===== src/rtl/sram_rd_pkg.sv =====
// Shared types and default widths for the SRAM burst read front end.
package sram_rd_pkg;
    localparam int DEF_ADDR_W = 11;
    localparam int DEF_DATA_W = 32;
    localparam int DEF_LEN_W  = 12;

    typedef enum logic [1:0] {
        IDLE  = 2'd0,
        BURST = 2'd1,
        DRAIN = 2'd2
    } rd_state_t;
endpackage


===== src/rtl/sram_rd_fifo2.sv =====
// Two-entry output FIFO of {data, last}; the head register drives the stream directly.
module sram_rd_fifo2
    import sram_rd_pkg::*;
#(
    parameter int DATA_W = DEF_DATA_W
) (
    input  logic              clk,
    input  logic              clr_n,
    input  logic              push,
    input  logic [DATA_W-1:0] push_data,
    input  logic              push_last,
    input  logic              pop,
    output logic [DATA_W-1:0] head_data,
    output logic              head_last,
    output logic              head_valid,
    output logic [1:0]        occ
);
    logic [DATA_W-1:0] tail_data;
    logic              tail_last;
    logic [1:0]        cnt;

    // Head/tail shift structure: a pop at depth 2 moves the tail forward.
    always_ff @(posedge clk) begin
        if (!clr_n) begin
            head_data <= '0;
            head_last <= 1'b0;
            tail_data <= '0;
            tail_last <= 1'b0;
            cnt       <= 2'd0;
        end else begin
            case (cnt)
                2'd0: begin
                    if (push) begin
                        head_data <= push_data;
                        head_last <= push_last;
                        cnt       <= 2'd1;
                    end
                end
                2'd1: begin
                    if (push && pop) begin
                        head_data <= push_data;
                        head_last <= push_last;
                    end else if (push) begin
                        tail_data <= push_data;
                        tail_last <= push_last;
                        cnt       <= 2'd2;
                    end else if (pop) begin
                        cnt <= 2'd0;
                    end
                end
                default: begin
                    if (pop) begin
                        head_data <= tail_data;
                        head_last <= tail_last;
                        if (push) begin
                            tail_data <= push_data;
                            tail_last <= push_last;
                        end else begin
                            cnt <= 2'd1;
                        end
                    end
                end
            endcase
        end
    end

    assign head_valid = (cnt != 2'd0);
    assign occ        = cnt;
endmodule


===== src/rtl/sram_burst_reader.sv =====
// Burst read front end for the 2048x32 single-port SRAM with a valid/ready output stream.
// Optional feature: define SRAM_RD_ABORT_EN to add the abort input.
module sram_burst_reader
    import sram_rd_pkg::*;
#(
    parameter int NUM_WORD = 2048,
    parameter int ADDR_W   = DEF_ADDR_W,
    parameter int DATA_W   = DEF_DATA_W,
    parameter int LEN_W    = DEF_LEN_W
) (
    input  logic              CLK,
    input  logic              RSTN,
    input  logic              cmd_valid,
    output logic              cmd_ready,
    input  logic [ADDR_W-1:0] cmd_addr,
    input  logic [LEN_W-1:0]  cmd_len,
    output logic              CEB,
    output logic              WEB,
    output logic [ADDR_W-1:0] A,
    input  logic [DATA_W-1:0] Q,
`ifdef SRAM_RD_ABORT_EN
    input  logic              abort,
`endif
    output logic              out_valid,
    input  logic              out_ready,
    output logic [DATA_W-1:0] out_data,
    output logic              out_last,
    output logic              busy,
    output logic              done
);
    rd_state_t         state, state_nx;
    logic [ADDR_W-1:0] addr_cnt, addr_nx, last_a;
    logic [LEN_W-1:0]  rem_cnt;
    logic              inflight, inflight_last, done_q;
    logic              issue, pop, cmd_fire, finish, abort_hit, fifo_clr_n;
    logic [1:0]        occ;

`ifdef SRAM_RD_ABORT_EN
    assign abort_hit = abort && (state != IDLE);
`else
    assign abort_hit = 1'b0;
`endif

    assign pop      = out_valid && out_ready;
    assign cmd_fire = (state == IDLE) && cmd_valid && (cmd_len != '0);
    assign addr_nx  = (addr_cnt == ADDR_W'(NUM_WORD - 1)) ? '0 : addr_cnt + 1'b1;
    assign finish   = ((state == IDLE) && cmd_valid && (cmd_len == '0))
                    || ((state == DRAIN) && !out_valid && !inflight)
                    || abort_hit;

    always_ff @(posedge CLK) begin
        if (!RSTN) state <= IDLE;
        else       state <= state_nx;
    end

    always_comb begin
        state_nx = state;
        case (state)
            IDLE:    if (cmd_fire) state_nx = BURST;
            BURST: begin
                if (abort_hit)                            state_nx = IDLE;
                else if (issue && (rem_cnt == LEN_W'(1))) state_nx = DRAIN;
            end
            DRAIN:   if (finish) state_nx = IDLE;
            default: state_nx = IDLE;
        endcase
    end

    // A read may issue only if the word it returns is guaranteed a FIFO slot.
    always_comb begin
        issue = 1'b0;
        if ((state == BURST) && !abort_hit)
            issue = (({1'b0, occ} + {2'b00, inflight}) < (3'd2 + {2'b00, pop}));
        CEB       = !issue;
        WEB       = 1'b1;
        A         = issue ? addr_cnt : last_a;
        cmd_ready = (state == IDLE);
        busy      = (state != IDLE);
        done      = done_q;
    end

    always_ff @(posedge CLK) begin
        if (!RSTN) begin
            addr_cnt      <= '0;
            rem_cnt       <= '0;
            last_a        <= '0;
            inflight      <= 1'b0;
            inflight_last <= 1'b0;
            done_q        <= 1'b0;
        end else begin
            inflight      <= issue;
            inflight_last <= issue && (rem_cnt == LEN_W'(1));
            done_q        <= finish;
            if (cmd_fire) begin
                addr_cnt <= cmd_addr;
                rem_cnt  <= cmd_len;
            end else if (issue) begin
                addr_cnt <= addr_nx;
                rem_cnt  <= rem_cnt - 1'b1;
                last_a   <= addr_cnt;
            end
        end
    end

    assign fifo_clr_n = RSTN && !abort_hit;

    sram_rd_fifo2 #(.DATA_W(DATA_W)) u_fifo (
        .clk        (CLK),
        .clr_n      (fifo_clr_n),
        .push       (inflight),
        .push_data  (Q),
        .push_last  (inflight_last),
        .pop        (pop),
        .head_data  (out_data),
        .head_last  (out_last),
        .head_valid (out_valid),
        .occ        (occ)
    );
endmodule


===== config.mk =====
export PLATFORM = sky130hd
export DESIGN_NAME = sram_burst_reader
export DESIGN_NICKNAME = d
export VERILOG_FILES = /design/src/rtl/sram_rd_pkg.sv /design/src/rtl/sram_rd_fifo2.sv /design/src/rtl/sram_burst_reader.sv
export SDC_FILE = /design/constraint.sdc
export NUM_CORES = 1
export LEC_CHECK = 0
export ABC_AREA = 1
export CAP_MARGIN = 10
export CORE_UTILIZATION = 25
export CTS_CLUSTER_DIAMETER = 120
export DETAILED_ROUTE_END_ITERATION = 16
export DONT_BUFFER_PORTS = 1
export SYNTH_ARGS = -nofsm -noshare
export SYNTH_HDL_FRONTEND = slang
export SYNTH_SLANG_ARGS = --single-unit

===== constraint.sdc =====
create_clock -name CLK -period 2.15 [get_ports CLK]
set_input_delay 0.5375 -clock CLK [delete_from_list [all_inputs] [get_ports CLK]]
set_output_delay 0.5375 -clock CLK [all_outputs]
set_load 0.005 [all_outputs]

# After elaboration in Yosys (flattened, before gate mapping)
# Index checks and enable logic that the tools add are counted.
# W data, S select, Z words.
word_totals:
  elab_cells: 90
  mem_count: 0
  inputBits: 59
  romBits: 0
  ff_bits: 107
  latchBits: 0
  output_inout_bits: 50
  mem_bits_rw: 0
op_classes:
  n_lt_le_gt_ge: 1
  n_mux: 34
  n_bitwise: 1
  n_addsub: 4
  reduce_logical: 25
  div: 0
  n_mul: 0
  shift: 0
  n_eq_ne: 13
op_table:
  columns: ["cell", "n"]
  rows:
  - ["$mux W32", 6]
  - ["$pmux W32 S2", 2]
  - ["$mux W11", 4]
  - ["$mux W12", 2]
  - ["$mux W2", 9]
  - ["$eq A12 B1 Y1 const B", 1]
  - ["$logic_not A12 Y1", 1]
  - ["$reduce_bool A12 Y1", 1]
  - ["$sub A12 B1 Y12 const B", 1]
  - ["$add A11 B1 Y11 const B", 1]
  - ["$eq A11 B11 Y1 const B", 1]
  - ["$reduce_and A3 Y1", 3]
  - ["$logic_and A1 B1 Y1", 8]
  - ["$ne A2 B2 Y1 const B", 4]
  - ["$reduce_bool A2 Y1", 4]
  - ["$mux W1", 7]
  - ["$pmux W2 S3", 1]
  - ["$reduce_and A5 Y1", 1]
  - ["$eq A2 B1 Y1 const B", 2]
  - ["$logic_not A2 Y1", 2]
  - ["$ne A2 B1 Y1 const B", 2]
  - ["$pmux W1 S2", 2]
  - ["$pmux W2 S2", 1]
  - ["$add A2 B1 Y3", 1]
  - ["other kinds (9)", 11]

# Depth between registers and ports, before layout
# Gate-level depths: netlist (run 1).
logic_depth:
  ltp_word: 8
  depth_mapped: 12
  depth_no_buf: 10

# By module
# Synthesis (run 1) repeated with hierarchy kept, for this count alone.
hier_totals:
  hier_cells: 896
  hier_area_um2: 5677.9
modules_own_cells:
  columns: ["module", "seq_area_each_um2", "n_inst", "cells_each", "area_each_um2"]
  rows:
  - ["sram_rd_fifo2", 1361.3, 1, 521, 3266.9]
  - ["sram_burst_reader", 780.7, 1, 375, 2411.1]

# Worst setup path before layout (run 1)
# OpenSTA, ideal clock, no wires.
synth_timing:
  kind: "register to output"
  start: "register inflight"
  end: "output A[10]"
  path_stages_with_launch: 9
  slack_ns: 0.144
  path_buffers: 1
  required_time_ns: 1.612
  arrival_time_ns: 1.469
  path_cell_list: "dfxtp_1 ha_1 ha_1 nor2_4 a21boi_2 buf_2 nand2_1 o21ai_0 inv_1"
synth_via:
  elab_chain_len: 4
synth_lines:
  columns: ["item", "line", "rtl"]
  rows:
  - ["from (decl)", "sram_burst_reader.sv:34", "logic inflight, inflight_last, done_q;"]
  - ["from (signal assigned)", "sram_burst_reader.sv:91", "inflight <= issue;"]
  - ["$add A2 B1 Y3", "sram_burst_reader.sv:73", "issue = (({1'b0, occ} + {2'b00, inflight}) < (3'd2 + {2'b00, pop}));"]
  - ["$lt A3 B3 Y1", "sram_burst_reader.sv:73", null]
  - ["$mux W1", "sram_burst_reader.sv:72", "if ((state == BURST) && !abort_hit)"]
  - ["$mux W11", null, null]
  - ["to (decl)", "sram_burst_reader.sv:19", "output logic [ADDR_W-1:0] A,"]
# Every way passes these cells.

# Final worst setup path (run 1)
layout_timing:
  start: "register u_fifo.cnt[0], in the netlist u_fifo.occ[0]"
  end: "output A[6]"
layout_via:
  elab_chain_len: 6
  word_cells_on_any_way: 7
  classes_between: "add/sub: 2; order compare: 1; mux: 2; reduce/logical: 2"
layout_lines:
  columns: ["item", "line", "rtl"]
  rows:
  - ["from (decl)", "sram_rd_fifo2.sv:20", "logic [1:0] cnt;"]
  - ["from (signal assigned)", "sram_rd_fifo2.sv:29", "cnt <= 2'd0;"]
  - ["from (signal assigned)", "sram_rd_fifo2.sv:36", "cnt <= 2'd1;"]
  - ["from (signal assigned)", "sram_rd_fifo2.sv:46", "cnt <= 2'd2;"]
  - ["$reduce_bool A2 Y1", "sram_rd_fifo2.sv:67", "assign head_valid = (cnt != 2'd0);"]
  - ["$logic_and A1 B1 Y1", "sram_burst_reader.sv:44", "assign pop = out_valid && out_ready;"]
  - ["$add A2 B1 Y3", "sram_burst_reader.sv:73", null]
  - ["$lt A3 B3 Y1 (*)", "sram_burst_reader.sv:73", null]
  - ["$mux W1 (*)", "sram_burst_reader.sv:72", null]
  - ["$mux W11 (*)", null, null]
# Every way passes the cells marked *; elsewhere a longest branch is shown, timed or not.

==> results by group, run 1 <==
Synthesis
  – Flops & latches, synth: 107
  – Synth top area share: 42.6%
  – Area contributors post-synth: dfxtp_1 43%, nor2_1 12%, nand2_1 11%, o21ai_0 8.0%, nand3_1 4.7%
  – Synth area leader: dfxtp_1
  – Post-Syn Instances: 724
  – Syn nets: 788
  – Sequential fraction of the synthesis area: 42.6%
  – Synth Warn #: 0
  – Post-Syn Area per Cell: 6.95 um^2
  – Netlist cell types: 35
  – Cell area after synthesis: 5030 um^2

Worst setup path
  – Critical path class: register to primary output
  – CP Launch Type: register
  – Worst path required time: 1.61 ns
  – Critical Path Max Stage Delay: 0.34 ns
  – Slowest-stage cell, CP: dfxtp_2
  – Worst-path maximum fanout: 9
  – Critical path arrival: 1.68 ns
  – Worst-path cell chain: ha_4 > ha_4 > nor2_4 > buf_4 > nand2_8 > nor2_1 > nor2_1
  – Element type at the critical path end: primary output

Layout
  – Area growth from synthesis to layout: 17.0%
  – Layout cells sized above 1: 13.2%
  – Filler instances: 2124
  – Register area: 2150 um^2
  – Antenna cells: 0
  – Fin util: 30.1%
  – Nets@finish: 777
  – Area of the multi-input gates: 2660 um^2
  – Final instance area: 5890 um^2

Routing
  – Remaining DRCs: 0
  – Vias per cell: 4.61
  – Drt pass-1 iters: 5
  – Antenna-violating nets left: 0
  – Via count: 4532
  – 1st-iter DRT viols: 216
  – Total wire length: 14.0 mm
  – Per-cell routed wire length: 14.3 um

Clock tree
  – TritonCTS buffer count: 9
  – Root buffer cell: clkbuf_16
  – H-Tree Depth: 3
  – Clk sinks: 107
  – Clock-pin slew on the worst setup and hold paths: 0.08 ns
  – CTS tree: done
  – Worst-skew pair later-pin latency: 0.35 ns
  – CTS max path bufs: 2

Placed design
  – Port Buf Inserts: 0
  – Post-DP Area: 5280 um^2
  – Place WS: 0.135 ns
  – Routability congestion estimate: 0.882
  – Final HPWL DP: 9.14 mm

Timing
  – Skew final: 0.0101 ns
  – Hold Worst Slack: 0.314 ns
  – Min setup slack post-route: -0.0695 ns
  – Final Slew Violations: 0
  – Setup violators final: 11
  – RSZ-0062 raised after global routing: true
  – F_max: 0.451 GHz
  – Setup Total Neg Slack: -0.307 ns
  – Final Critical Period: 2.22 ns
  – Hold Vio Cnt, Final: 0
  – Fin crit share: 103%

Power
  – LEAKAGE: 2.37 nW
  – Power Density: 848 nW/um^2
  – Maximum vdd drop: 393 uV
  – Internal: 0.00359 W
  – Logic gate share of total power: 15.4%
  – Seq pwr share: 45.0%
  – Switching Fraction: 28.1%
  – Psw: 0.00140 W
  – Clk network pwr share: 39.6%

Global routing
  – GRT Total Usage: 13.6%
  – Vias in the first global route: 4191
  – Total gr overflow: 0
  – First-pass GRT wire length: 21.7 mm
  – Initial antenna violation count: 0
  – Pin count of the biggest net entering global routing: 82

Die
  – Starting Density: 25.7%
  – Width of the die: 144 um
  – Placeable Area: 19600 um^2
  – IO Count: 109
  – Die area: 20700 um^2
  – # rows: 51
  – Die Y: 144 um

Outcome
  – Status: finished, violations left
  – Failing checks: setup timing

Worst hold path
  – HP Class: input port to register

Flow run
  – Max cap viols: 0
worst max-delay path, delay by kind of cell (launching register included):
family                     cells  cell delay [ns]
adders and majority gates      2             0.31
buffers and inverters          1             0.20
and+or+nand+nor                4             0.46
DFF                            1             0.34
layout make-up:
class	instances	share of cell area, %
flip-flops and latches	107	36.4
multi-input cells	533	45.2
inverters	42	2.72
clock buffers	9	3.82
repair buffers	20	3.95
well taps	265	5.63
clock inverters	7	2.21
kinds of logic (layout without fill, tap and decap cells):
logic type,count (synthesis),after routing,synth area share [%]
buffers and inverters,85,78,8.03
adder cells (fa/ha/maj),5,5,1.24
other,1,1,0.0745
XOR/XNOR,4,4,0.696
AO/OA/AOI/OAI,136,136,14.7
AND/OR/NAND/NOR,386,387,32.7
flip-flops,107,107,42.6
power by group through the flow:
stage          Sequential (W)  Combinational [W]  Clock (W)
2_1_floorplan         0.00224           0.000563          0
3_3_place_gp          0.00228           0.000660          0
3_5_place_dp          0.00228           0.000669          0
4_1_cts               0.00224           0.000752    0.00204
5_1_grt               0.00227           0.000873    0.00212
6_report              0.00224           0.000768    0.00198
cell usage in the layout (no fill, tap or decap), types with 8 or more instances in the layout:
cell type and count:
nor2_4 10, inv_1 37, nor2_2 20, o21ai_0 79, dfxtp_1 104, a31oi_1 33, clkbuf_16 9, a21oi_1 14
nand3_1 47, nor2_1 132, nand2_1 152, nor3_2 8, buf_4 14
synth_stat cells (all sizes together):
cell,n
nor2,162
nand2,157
dfxtp,107
o21ai,85
nand3,48
inv,41
a31oi,33
buf,23
clkbuf,20
a21oi,15
nor3,12
ha,5
xor2,4
nand3b,3
nand4,2
a21boi,1
and3,1
clkinv,1
conb,1
o211ai,1
o21bai,1
or2,1
state kept, by name, summed over array words and instances, names as in the netlist:
name and flops:
last_a 11, u_fifo.tail_data 32, addr_cnt 11, state 2
done 1, inflight_last 1, u_fifo.head_last 1, u_fifo.tail_last 1
inflight 1, u_fifo.head_data 32, u_fifo.occ 2, rem_cnt 12
per-layer routing:
layer,track usage (%),vias up,share of wire [%]
met1,16.5,2059,45
met4,3.92,0,1.0
met5,0,-,0
met3,5.13,10,8.5
li1,-,2334,-
met2,22.2,129,46
what timing repair did:
| action | in CTS | in global routing |
|---|---|---|
| resized for setup | 30 | 20 |
| gates cloned | 2 | 1 |
| setup endpoints to repair | 12 | 12 |
| setup buffers | 2 | 1 |
| pin swaps | 8 | 6 |
| hold buffers | 0 | 0 |
per-stage QoR:
stage / power, W / std cells
2_1_floorplan: 0.00281 / 724
3_3_place_gp: 0.00294 / 962
3_5_place_dp: 0.00295 / 962
4_1_cts: 0.00503 / 982
5_1_grt: 0.00526 / 983
6_report: 0.00499 / 983
path summary, 6_finish.rpt:
check	start	end	slack, ns	cells past startpoint
max	u_fifo.occ[0]$_SDFFE_PN0P_	A[6]	-0.07	7
min	RSTN	addr_cnt[0]$_SDFFE_PN0P_	0.31	2
max reg2reg	u_fifo.occ[0]$_SDFFE_PN0P_	addr_cnt[9]$_SDFFE_PN0P_	0.14	12
min reg2reg	u_fifo.tail_data[24]$_SDFFE_PN0P_	u_fifo.head_data[24]$_SDFFE_PN0P_	0.48	2
Note: power is estimated with default switching activity, not from simulation.
==> inputs of run 2 (changes only) <==
CORE_UTILIZATION = 42   (was 25)
clock period = 2.79 ns   (was 2.15 ns; I/O delays follow)
==> results by group, run 2 (synthesis results as in run 1) <==
Outcome
  – Status: finished, violations left
  – Failing checks: DRC

Worst setup path
  – Worst path required time: 2.09 ns
  – Element type at the critical path end: primary output
  – Worst-path maximum fanout: 15
  – Critical path class: register to primary output
  – Critical path arrival: 1.93 ns
  – CP Launch Type: register

Clock tree
  – Root buffer cell: clkbuf_16
  – Clk sinks: 107
  – CTS tree: done
  – Clock-pin slew on the worst setup and hold paths: 0.08 ns
  – Worst-skew pair later-pin latency: 0.35 ns
  – H-Tree Depth: 3
  – TritonCTS buffer count: 9
  – CTS max path bufs: 2

Timing
  – RSZ-0062 raised after global routing: false
  – Slew HR: 26.0%
  – Final Critical Period: 2.62 ns
  – Hold Vio Cnt, Final: 0
  – Fin crit share: 94.1%
  – Hold Worst Slack: 0.455 ns
  – Least-Margin Pin Slew: 1.11 ns
  – Setup Total Neg Slack: 0 ns
  – Skew final: 0.00892 ns
  – Setup violators final: 0
  – Final Slew Violations: 0
  – F_max: 0.381 GHz

Global routing
  – GRT Total Usage: 20.6%
  – Total gr overflow: 0
  – Vias in the first global route: 4228
  – Met1 global-route usage: 25.6%
  – Top Usage Layer GRT: met2
  – Pin count of the biggest net entering global routing: 82
  – Met2 Use GR: 34.4%
  – Initial antenna violation count: 0
  – First-pass GRT wire length: 20.7 mm
  – GR Util met3: 5.44%

Layout
  – Largest regs: u_fifo.head_data x32, u_fifo.tail_data x32, rem_cnt x12
  – Antenna cells: 0
  – Fin util: 46.7%
  – Layout cells sized above 1: 7.07%
  – Commonest non-fill, non-tap cell in the layout: nor2_1
  – Commonest cells after routing, fill and taps aside: 158 x nor2_1, 153 x nand2_1, 107 x dfxtp_1
  – Area growth from synthesis to layout: 7.31%
  – Nets@finish: 766

Routing
  – Drt pass-1 iters: 11
  – Per-cell routed wire length: 14.4 um
  – Vias per cell: 5.28
  – Antenna-violating nets left: 0
  – 1st-iter DRT viols: 248
  – Remaining DRCs: 6
  – Total wire length: 12.3 mm
  – Via count: 4491

Flow run
  – Max cap viols: 0

Die
  – Die area: 12400 um^2
  – Starting Density: 43.5%
  – Die Y: 111 um
  – Width of the die: 111 um
  – # rows: 39
  – Placeable Area: 11600 um^2
  – IO Count: 109

Power
  – Power Density: 653 nW/um^2
  – Maximum vdd drop: 315 uV
  – LEAKAGE: 2.25 nW

Worst hold path
  – HP Class: input port to register

Placed design
  – Port Buf Inserts: 0
  – Final HPWL DP: 8.01 mm
  – Routability congestion estimate: 0.904
-- run 2: cell count changes in the layout (fill, tap and decap cells not counted), moves of 3 or more --
cell,delta
nor2_4,-7
nor2_1,+26
dfxtp_2,-3
nor2_2,-19
buf_4,-7
dfxtp_1,+3
-- run 2: critical path, cell delays in order, from the launching register on --
cell	delay, ns
dfxtp_1	0.35
ha_1	0.21
ha_1	0.20
nor2_4	0.18
a21boi_4	0.24
buf_12	0.16
nand2_1	0.05
o21ai_0	0.10
inv_1	0.08
-- run 2: stage by stage --
step / std cells / total power, W / setup WS, ns / area [um^2]
final: 850 / 0.00352 / 0.166 / 5400
after floorplan: 724 / 0.00216 / 0.624 / 5030
after global placement: 832 / 0.00223 / 0.427 / 5040
after detailed placement: 832 / 0.00225 / 0.391 / 5040
after CTS: 848 / 0.00355 / 0.0588 / 5350
after global routing: 850 / 0.00371 / 0.0318 / 5400
-- run 2: what timing repair did --
action / 4_1_cts / 5_1_grt
resized for setup: 1 / 3
cloned: 0 / 1
hold buffers: 0 / 0
hold endpoints to repair: 0 / 0
setup buffers: 0 / 1
pin swaps: 0 / 0
setup endpoints to repair: 1 / 10
-- run 2: worst paths after layout --
path	from	slack, ns	end	cells after the start
hold / removal	RSTN	0.45	addr_cnt[3]$_SDFFE_PN0P_	2
setup / recovery	inflight$_SDFF_PN0_	0.17	A[10]	8
setup reg to reg	u_fifo.occ[1]$_SDFFE_PN0P_	0.67	u_fifo.tail_data[14]$_SDFFE_PN0P_	7
hold reg to reg	u_fifo.tail_data[31]$_SDFFE_PN0P_	0.48	u_fifo.head_data[31]$_SDFFE_PN0P_	2
-- run 2: cell type report --
cell class	instances	area [um^2]
sequential	107	2140
inverter	42	160
multi-input combinational	532	2500
fill	1175	6170
clock inverter	6	63.8
tap	143	179
clock buffer	10	239
timing repair buffer	10	118
-- run 2: report_power, final --
group	internal, W	switching (W)	leakage, nW
Sequential	0.00164	0.0000846	0.875
Clock	0.000721	0.000575	0.145
Combinational	0.000186	0.000322	1.23
Total	0.00254	0.000981	2.25
-- run 2: routing by layer --
layer  part of all wire, %  routed length, um  up-vias
met4                   1.6                192        0
met5                     0                  0        -
met1                    45               5580     2051
met3                   7.5                918       13
met2                    46               5590      112
li1                      -                  -     2315
